$ cat src/rtl/fetch_queue.sv
// fetch_queue: decoupled instruction-fetch front end. Owns the PC, reads imem one
// word per cycle and buffers {pc, instr} pairs in a small FIFO for the consumer.
//   state   | meaning
//   RUN     | fetching one word per cycle whenever a slot is (or becomes) free
//   HALTED  | halt word fetched; FIFO drains, no fetches until a redirect
module fetch_queue #(
    parameter int                     PC_WIDTH    = 16,
    parameter int                     INSTR_WIDTH = 32,
    parameter int                     DEPTH       = 4,
    parameter logic [PC_WIDTH-1:0]    RESET_PC    = '0,
    parameter logic [INSTR_WIDTH-1:0] HALT_WORD   = 32'hFFFF_FFFF
) (
    input  logic                     clk,
    input  logic                     rst,
    output logic [PC_WIDTH-1:0]      imem_addr,
    input  logic [INSTR_WIDTH-1:0]   imem_data,
    output logic                     out_valid,
    input  logic                     out_ready,
    output logic [INSTR_WIDTH-1:0]   out_instr,
    output logic [PC_WIDTH-1:0]      out_pc,
    input  logic                     redirect_valid,
    input  logic [PC_WIDTH-1:0]      redirect_target,
    output logic [PC_WIDTH-1:0]      fetch_pc,
    output logic [$clog2(DEPTH):0]   count,
    output logic                     halted
);

    localparam int AW = $clog2(DEPTH);
    localparam int CW = AW + 1;

    typedef enum logic {
        S_RUN    = 1'b0,
        S_HALTED = 1'b1
    } state_t;

    state_t                 state_q, state_d;
    logic [PC_WIDTH-1:0]    fetch_pc_q, fetch_pc_d;
    logic [AW-1:0]          wr_ptr_q, wr_ptr_d;
    logic [AW-1:0]          rd_ptr_q, rd_ptr_d;
    logic [CW-1:0]          count_q, count_d;
    logic [PC_WIDTH-1:0]    pc_mem_q [DEPTH];
    logic [PC_WIDTH-1:0]    pc_mem_d [DEPTH];
    logic [INSTR_WIDTH-1:0] instr_mem_q [DEPTH];
    logic [INSTR_WIDTH-1:0] instr_mem_d [DEPTH];

    logic pop;
    logic full;
    logic fetch_en;
    logic is_halt_word;

    // A pop from a full FIFO frees its slot in the same cycle, so full alone does not stall.
    always_comb begin
        pop          = (count_q != '0) && out_ready;
        full         = (count_q == CW'(DEPTH));
        fetch_en     = (state_q == S_RUN) && !redirect_valid && (!full || pop);
        is_halt_word = (imem_data == HALT_WORD);
    end

    always_ff @(posedge clk or posedge rst) begin
        if (rst) begin
            state_q <= S_RUN;
        end else begin
            state_q <= state_d;
        end
    end

    always_comb begin
        state_d = state_q;
        if (redirect_valid) begin
            state_d = S_RUN;
        end else if (fetch_en && is_halt_word) begin
            state_d = S_HALTED;
        end
    end

    always_comb begin
        halted = (state_q == S_HALTED);
    end

    // Redirect wins over everything: the word on imem_data this cycle is dropped.
    always_comb begin
        fetch_pc_d  = fetch_pc_q;
        wr_ptr_d    = wr_ptr_q;
        rd_ptr_d    = rd_ptr_q;
        count_d     = count_q;
        pc_mem_d    = pc_mem_q;
        instr_mem_d = instr_mem_q;
        if (redirect_valid) begin
            fetch_pc_d = redirect_target;
            wr_ptr_d   = '0;
            rd_ptr_d   = '0;
            count_d    = '0;
        end else begin
            if (fetch_en) begin
                pc_mem_d[wr_ptr_q]    = fetch_pc_q;
                instr_mem_d[wr_ptr_q] = imem_data;
                wr_ptr_d              = wr_ptr_q + AW'(1);
                fetch_pc_d            = fetch_pc_q + PC_WIDTH'(1);
            end
            if (pop) begin
                rd_ptr_d = rd_ptr_q + AW'(1);
            end
            count_d = count_q + CW'(fetch_en) - CW'(pop);
        end
    end

    always_ff @(posedge clk or posedge rst) begin
        if (rst) begin
            fetch_pc_q <= RESET_PC;
            wr_ptr_q   <= '0;
            rd_ptr_q   <= '0;
            count_q    <= '0;
            for (int i = 0; i < DEPTH; i++) begin
                pc_mem_q[i]    <= '0;
                instr_mem_q[i] <= '0;
            end
        end else begin
            fetch_pc_q  <= fetch_pc_d;
            wr_ptr_q    <= wr_ptr_d;
            rd_ptr_q    <= rd_ptr_d;
            count_q     <= count_d;
            pc_mem_q    <= pc_mem_d;
            instr_mem_q <= instr_mem_d;
        end
    end

    always_comb begin
        imem_addr = fetch_pc_q;
        fetch_pc  = fetch_pc_q;
        count     = count_q;
        out_valid = (count_q != '0);
        out_pc    = out_valid ? pc_mem_q[rd_ptr_q] : '0;
        out_instr = out_valid ? instr_mem_q[rd_ptr_q] : '0;
    end

endmodule

$ cat config.mk
export PLATFORM = sky130hd
export DESIGN_NAME = fetch_queue
export DESIGN_NICKNAME = d
export VERILOG_FILES = /design/src/rtl/fetch_queue.sv
export SDC_FILE = /design/constraint.sdc
export NUM_CORES = 1
export LEC_CHECK = 0
export BUFFER_PORTS_ARGS = -buffer_cell sky130_fd_sc_hd__buf_4
export CAP_MARGIN = 20
export CORE_MARGIN = 2
export CORE_UTILIZATION = 33
export CTS_CLUSTER_SIZE = 16
export DETAILED_ROUTE_END_ITERATION = 16
export GPL_ROUTABILITY_DRIVEN = 0
export PLACE_DENSITY_LB_ADDON = 0.15
export SYNTH_ARGS = -nofsm -noshare
export SYNTH_HDL_FRONTEND = slang
export SYNTH_SLANG_ARGS = --single-unit
$ cat constraint.sdc
create_clock -name clk -period 9.9 [get_ports clk]
set_input_delay 1.485 -clock clk [delete_from_list [all_inputs] [get_ports clk]]
set_output_delay 1.485 -clock clk [all_outputs]
set_load 0.1 [all_outputs]
==> out/qor.yml, run 1 <==
synth_edf_count: 0
dieArea_mm2: 0.0333
rows: 65
path_class: "reg2out"
start_util: 0.334
clkTransAtPathRegs_ns: 0.06
multi_input_area_mm2: 0.00467
fin_worst_skew_ns: 0.0249
wl_met3_mm: 1.24
status: "complete, no violations"
fin_tns_setup_ns: 0
drive_gt1_frac: 0.515
fin_crit_sh: 0.444
syn-num-nets: 754
numClockSinks: 216
drv_slew: 0
max_cap_viol_count: 0
wl_met2_mm: 12.2
synth_seq_cells: 216
syn-cell-area_mm2: 0.0105
mostFrequentLayoutCell: "dfrtp_1"
rsz0062_at_grt: "no"
io_pins: 137
grt_pass1_vias: 6929
seq_area_frac_synth: 0.515
vias_per_cell: 5.01
vias: 6122
fin_ws_ns: 5.51
area_growth_pct: 19.4
antenna_found_initial: 0
diodes: 0
synth_ff_type: "dfrtp_1"
cts.repair.resized: 0
dr.pass1.iters: 4
yosysWarningCount: 0
worst_pin_slew_ns: 0.982
synth_top_area_frac: 0.515
synth_cells: 694
port_buffers: 136
post-route-min-period_ns: 4.39
ant_nets: 0
wl_per_cell_um: 21.0
hpwl_mm: 15.3
syn_area_per_cell_um2: 15.1
n_fill_cell: 2918
slew_headroom: 0.345
cts_max_level: 1
grt_use_total: 0.158
final_nets: 862
min_path_type: "reg2reg"
ctsHoldBuffers: 0
worstPathRequired_ns: 8.42
drt_wl_total_mm: 25.7
arrival_ns: 2.91
max_freq_mhz: 228
r2r_setup_slack_ns: 6.95
die_width_um: 182
cts_tree: "done"
root_buffer: "clkbuf_16"
hold_viol: 0
grt_pass1_wl_mm: 41.1
dr.max_layer_used: "met4"
place_ws_ns: 5.88
overflow: 0
grt_max_degree: 142
die_h_um: 182
numCtsBuffers: 26
synth-async-reset-ratio: 1.00
dr.first_iter.drc_count: 230
clk_latency_ns: 0.53
layout_common_cells: "dfrtp_1, buf_4, mux2_2"
setup_viol: 0
critPathLaunchType: "flop"
critPathMaxFanout: 32
postCtsSetupBuffers: 0
cts_max_path_buffers: 3
synth_area_leaders: "dfrtp_1, mux2_4, mux2_2, mux4_2, and2_1"
synth_cell_types: 43
routedLengthMet1_mm: 11.6
register_area_mm2: 0.00541
crit_path_end_kind: "output port"
route.detailed.drc: 0
coreArea_mm2: 0.0315
yosys.area.top_type: "dfrtp_1"
## cell type report
class / count / share of cell area
multi-input cells: 408 / 0.373
repair buffers: 141 / 0.0860
inverters: 9 / 0.00329
clock inverters: 5 / 0.00419
flip-flops and latches: 216 / 0.431
well taps: 402 / 0.0401
clock buffers: 42 / 0.0624
## cells in the mapped netlist, types with 3 or more instances
cell type    n
buf_6       12
nand2_1     17
dfrtp_1    216
nand3_1      4
nand4_1     11
nor4_1       4
mux2_2     103
buf_4       16
and2_1      53
inv_1        9
ha_1         7
buf_2       17
mux2_4      80
nor2_1      12
nor3_1       4
clkbuf_1    15
xnor2_1     13
mux2_1       9
mux4_2      48
o21ai_0     11
mux2i_1      3
## per-stage QoR
step                      utilization  instances  hold slack [ns]  instance area, um2
after floorplan                     -        694            0.453               10500
after global placement          0.371       1175            0.462               11700
after detailed placement        0.371       1175            0.474               11700
after CTS                       0.398       1222            0.488               12500
after global routing            0.398       1223            0.508               12500
final                           0.398       1223            0.481               12500
## logic make-up after synthesis
family	after synthesis	share of synthesized area
adders and majority gates	8	0.0102
xor gates and xnor gates	15	0.0125
AOI/OAI and AO/OA	22	0.0131
buffers and inverters	70	0.0413
and+or+nand+nor	120	0.0679
muxes	243	0.340
DFF	216	0.515
## metal layers
metal,global-route usage,vias to the layer above
met5,0,-
met4,0.0397,0
met3,0.0263,38
met2,0.262,167
met1,0.217,3212
li1,-,2705
## worst max-delay path, stage by stage (launching register included)
cell	delay, ns
dfrtp_4	0.65
buf_4	0.67
mux4_2	0.62
and2_1	0.18
buf_4	0.23
## worst paths after layout
path	start	cells past startpoint	endpoint
setup reg to reg	count[1]$_DFF_PP0_	11	count[2]$_DFF_PP0_
hold / removal	pc_mem_q[41]$_DFFE_PP0P_	1	pc_mem_q[41]$_DFFE_PP0P_
hold reg to reg	pc_mem_q[41]$_DFFE_PP0P_	1	pc_mem_q[41]$_DFFE_PP0P_
max in group asynchronous	rst	4	instr_mem_q[19]$_DFFE_PP0P_
setup / recovery	rd_ptr_q[0]$_DFFE_PP0P_	4	out_pc[4]
min in group asynchronous	rst	2	pc_mem_q[45]$_DFFE_PP0P_
## state kept, by name (all words and copies together), names as in the netlist
signal / count
halted: 1
wr_ptr_q: 2
rd_ptr_q: 2
count: 3
pc_mem_q: 64
instr_mem_q: 128
fetch_pc: 16
Power of run 1 is left out: the tool's default activity adds up to more than one toggle a clock period on the data nets, which glitch-free logic cannot reach.
==> run 2, diff against run 1 <==
- clock period: 9.9 -> 4.3 ns (I/O delays scaled with it)
==> run 2 against run 1 <==
Via count is 0.69% higher. Register-to-register slack worse by 5.6 ns. Global-route usage is 0.11 points higher. Clock-buffer cell count is 2 lower. Utilization is 0.056 points higher. Worst setup slack worse by 4.6 ns. Non-clock buffer count is 4 higher. Critical path depth is 1 lower. Critical endpoint is now out_pc[7]. Largest cell class unchanged.
==> out/qor.yml, run 2 (synthesis gave the netlist of run 1 again) <==
r2r_setup_slack_ns: 1.35
largest_reg_flops: 128
reg2reg_depth: 11
post-route-min-period_ns: 3.34
arrival_ns: 2.70
hold_viol: 0
fin_worst_skew_ns: 0.0213
dieArea_mm2: 0.0333
postCtsSetupBuffers: 0
ant_nets: 0
vias_per_cell: 5.03
cts_tree: "done"
diodes: 0
wl_per_cell_um: 21.1
crit_path_end_kind: "output port"
setup_viol: 0
cts.repair.resized: 0
max_cap_viol_count: 0
worst_pin_slew_ns: 1.01
grt_pass1_wl_mm: 41.4
ctsHoldBuffers: 0
fin_ws_ns: 0.956
start_util: 0.334
rows: 65
numClockSinks: 216
critPathLaunchType: "flop"
drv_slew: 0
place_ws_ns: 1.29
path_class: "reg2out"
coreArea_mm2: 0.0315
r2r_end: "count[2]$_DFF_PP0_"
numCtsBuffers: 26
critPathMaxFanout: 45
fin_tns_setup_ns: 0
grt_use_total: 0.159
slew_headroom: 0.326
worstPathRequired_ns: 3.65
die_width_um: 182
vias: 6164
regMostFlops: "instr_mem_q"
root_buffer: "clkbuf_16"
clkTransAtPathRegs_ns: 0.06
drt_wl_total_mm: 25.9
clk_latency_ns: 0.54
layout_common_cells: "dfrtp_1, buf_4, mux2_2"
min_path_type: "in2async"
drive_gt1_frac: 0.518
max_freq_mhz: 299
cts_max_path_buffers: 3
route.detailed.drc: 0
final_nets: 866
grt_max_degree: 63
antenna_found_initial: 1
r2r_start: "count[1]$_DFF_PP0_"
die_h_um: 182
io_pins: 137
dr.first_iter.drc_count: 186
overflow: 0
port_buffers: 136
status: "complete, no violations"
fin_crit_sh: 0.778
rsz0062_at_grt: "no"
hpwl_mm: 15.8
cts_max_level: 1
area_growth_pct: 19.6
grt_pass1_vias: 6927
dr.pass1.iters: 4
mostFrequentLayoutCell: "dfrtp_1"
==> run 2: layout make-up <==
type,instances,area [um2]
Clock buffer,40,753
Clock inverter,6,68.8
Fill cell,2945,18900
Inverter,9,37.5
Multi-Input combinational cell,408,4670
Sequential cell,216,5410
Tap cell,402,503
Timing Repair Buffer,145,1110
==> run 2: through the flow <==
stage	util	instances	hold slack, ns	cell area (um2)
after floorplan	-	694	0.453	10500
after global placement	0.373	1180	0.462	11700
after detailed placement	0.373	1180	0.478	11700
after CTS	0.399	1226	0.0883	12600
after global routing	0.399	1226	0.118	12600
final	0.399	1226	0.107	12600
==> run 2: worst max-delay path by stage <==
stage	from	endpoint	slack [ns]	depth (start not counted)
final	rd_ptr_q[0]$_DFFE_PP0P_	out_pc[7]	0.96	3
after global routing	rd_ptr_q[0]$_DFFE_PP0P_	out_pc[7]	0.77	3
after CTS	rd_ptr_q[0]$_DFFE_PP0P_	out_instr[7]	0.87	4
after detailed placement	count[1]$_DFF_PP0_	count[2]$_DFF_PP0_	1.29	11
after global placement	count[1]$_DFF_PP0_	count[2]$_DFF_PP0_	1.38	11
after floorplan	count[1]$_DFF_PP0_	out_instr[30]	0.49	3
==> run 2: worst max-delay path: stages, from the launching register on <==
cell and delay, ns:
dfrtp_4 1.08, mux4_2 0.60, and2_1 0.22, buf_4 0.25
==> run 2: per-layer routing <==
| layer | GRT usage | up-vias | share of wire |
|---|---|---|---|
| met5 | 0 | - | 0.00050 |
| met4 | 0.0329 | 2 | 0.018 |
| met3 | 0.0335 | 34 | 0.054 |
| met2 | 0.262 | 151 | 0.48 |
| met1 | 0.218 | 3270 | 0.45 |
| li1 | - | 2707 | - |
Power of run 2 is left out for the same reason.
==> run 3, diff against run 2 <==
- ABC_AREA: unset -> 1
- clock period: 4.3 -> 2.9 ns (I/O delays scaled with it)
==> run 3 against run 2 <==
Worst setup slack got worse by 0.78 ns. Cell count rose by 46%. Critical path type unchanged. First-iteration DRC count rose to 3.2 times the previous value. Global-route usage rose by 1.8 points. Critical endpoint is now out_pc[10]. Via count rose by 41%. Largest cell class unchanged.
==> out/qor.yml, run 3 <==
routedLengthMet1_mm: 14.5
synthMostInstantiatedCell: "nand2_1"
start_util: 0.336
setup_viol: 0
dr.pass1.iters: 5
wl_met2_mm: 12.7
fin_worst_skew_ns: 0.0204
cpPeakStageDelay_ns: 0.58
vias: 8691
crit_path_end_kind: "output port"
cts.repair.resized: 0
wl_per_cell_um: 16.2
port_buffers: 136
final_nets: 1437
overflow: 0
crit_chain: "inv_2, buf_12, o21ai_0, a21oi_1, buf_6"
synth_top_area_frac: 0.524
io_pins: 137
reg2reg_depth: 11
critPathMaxFanout: 42
synth_cells: 1290
cts_max_level: 1
rows: 64
coreArea_mm2: 0.0307
post-route-min-period_ns: 2.72
rsz0062_at_grt: "no"
clkTransAtPathRegs_ns: 0.06
worstPathRequired_ns: 2.47
status: "complete, no violations"
cts_max_path_buffers: 3
numCtsBuffers: 26
postCtsSetupBuffers: 0
ctsHoldBuffers: 0
seq_area_frac_synth: 0.524
diodes: 0
max_cap_viol_count: 0
syn-cell-area_mm2: 0.0103
multi_input_area_mm2: 0.00413
hold_viol: 0
yosys.area.top_type: "dfrtp_1"
antenna_found_initial: 0
fin_tns_setup_ns: 0
yosysWarningCount: 0
register_area_mm2: 0.00541
drive_gt1_frac: 0.165
die_h_um: 181
critPathLaunchType: "flop"
syn_area_per_cell_um2: 7.99
mostFrequentLayoutCell: "nand2_1"
grt_max_degree: 97
synth_seq_cells: 216
grt_pass1_vias: 8430
layout_common_cells: "nand2_1, o21ai_0, nor2_1"
clk_latency_ns: 0.53
area_growth_pct: 20.7
yosys-top-cells-count: "nand2_1, o21ai_0, nor2_1"
vias_per_cell: 4.85
max_freq_mhz: 368
synth_cell_types: 26
dieArea_mm2: 0.0327
synth_area_leaders: "dfrtp_1, o21ai_0, nand2_1, nor2_1, inv_1"
slew_headroom: 0.500
cpMaxStageDelayCell: "dfrtp_4"
die_width_um: 181
synth_ff_type: "dfrtp_1"
min_path_type: "in2async"
regMostFlops: "instr_mem_q"
dr.max_layer_used: "met4"
syn-num-nets: 1350
fin_cells: 1791
synth_edf_count: 0
placedCellCount: 1745
hpwl_mm: 18.1
worst_pin_slew_ns: 0.749
synth-async-reset-ratio: 1.00
n_fill_cell: 3171
root_buffer: "clkbuf_16"
arrival_ns: 2.29
largest_reg_flops: 128
ant_nets: 0
grt_use_total: 0.178
route.detailed.drc: 0
wl_met3_mm: 1.60
path_class: "reg2out"
numClockSinks: 216
grt_pass1_wl_mm: 47.3
dr.first_iter.drc_count: 589
cts_tree: "done"
drt_wl_total_mm: 29.1
drv_slew: 0
fin_crit_sh: 0.938
==> run 3: changes by cell type after synthesis, moves of 25 or more <==
cell and delta:
o21ai_1 +41, o21ai_0 +247, nand2_1 +256, nor2_1 +213, mux4_2 -48, clkbuf_1 +25
inv_1 +57, mux2_2 -103, a21oi_1 +48, mux2_4 -80, and2_1 -53
==> run 3: cell families after synthesis <==
| kind of cell | synth area share |
|---|---|
| and+or+nand+nor | 0.204 |
| AOI/OAI and AO/OA | 0.174 |
| buffers and inverters | 0.0832 |
| xor gates and xnor gates | 0.00340 |
| adders and majority gates | 0.0104 |
| DFF | 0.524 |
==> run 3: worst paths after layout <==
check / startpoint / end / slack (ns)
worst max-delay path: rd_ptr_q[0]$_DFFE_PP0P_ / out_pc[10] / 0.18
worst min-delay path: rst / instr_mem_q[101]$_DFFE_PP0P_ / 0.03
worst max register to register: count[1]$_DFF_PP0_ / count[2]$_DFF_PP0_ / 0.57
worst min register to register: instr_mem_q[87]$_DFFE_PP0P_ / instr_mem_q[87]$_DFFE_PP0P_ / 0.48
max in group asynchronous: rst / instr_mem_q[56]$_DFFE_PP0P_ / 2.01
min in group clk: redirect_target[9] / fetch_pc[9]$_DFFE_PP0P_ / 0.12
==> run 3: final cells by class <==
cell class / count / area share
clock buffers: 40 / 0.0605
clock inverters: 6 / 0.00362
inverters: 67 / 0.0210
multi-input cells: 907 / 0.332
flip-flops and latches: 216 / 0.435
well taps: 396 / 0.0398
repair buffers: 159 / 0.109
==> run 3: stage by stage <==
stage	worst slack [ns]	area (um2)	hold WS (ns)	utilization
6_report	0.179	12400	0.0316	0.406
5_1_grt	0.0312	12400	0.0585	0.406
4_1_cts	0.0347	12400	0.0355	0.405
3_5_place_dp	0.594	11600	0.468	0.379
3_3_place_gp	0.597	11600	0.461	0.379
2_1_floorplan	-0.564	10400	0.448	-
==> run 3: critical path, delay by kind of cell, from the launching register on <==
family | cells | cell delay (ns)
DFF | 1 | 0.58
AOI/OAI and AO/OA | 2 | 0.50
buffers and inverters | 3 | 0.66
==> run 3: metal layers <==
metal  vias up  GRT usage
li1       4335          -
met2       228      0.274
met4         0     0.0281
met3        25     0.0270
met5         -          0
met1      4103      0.268
Power of run 3 is left out for the same reason.
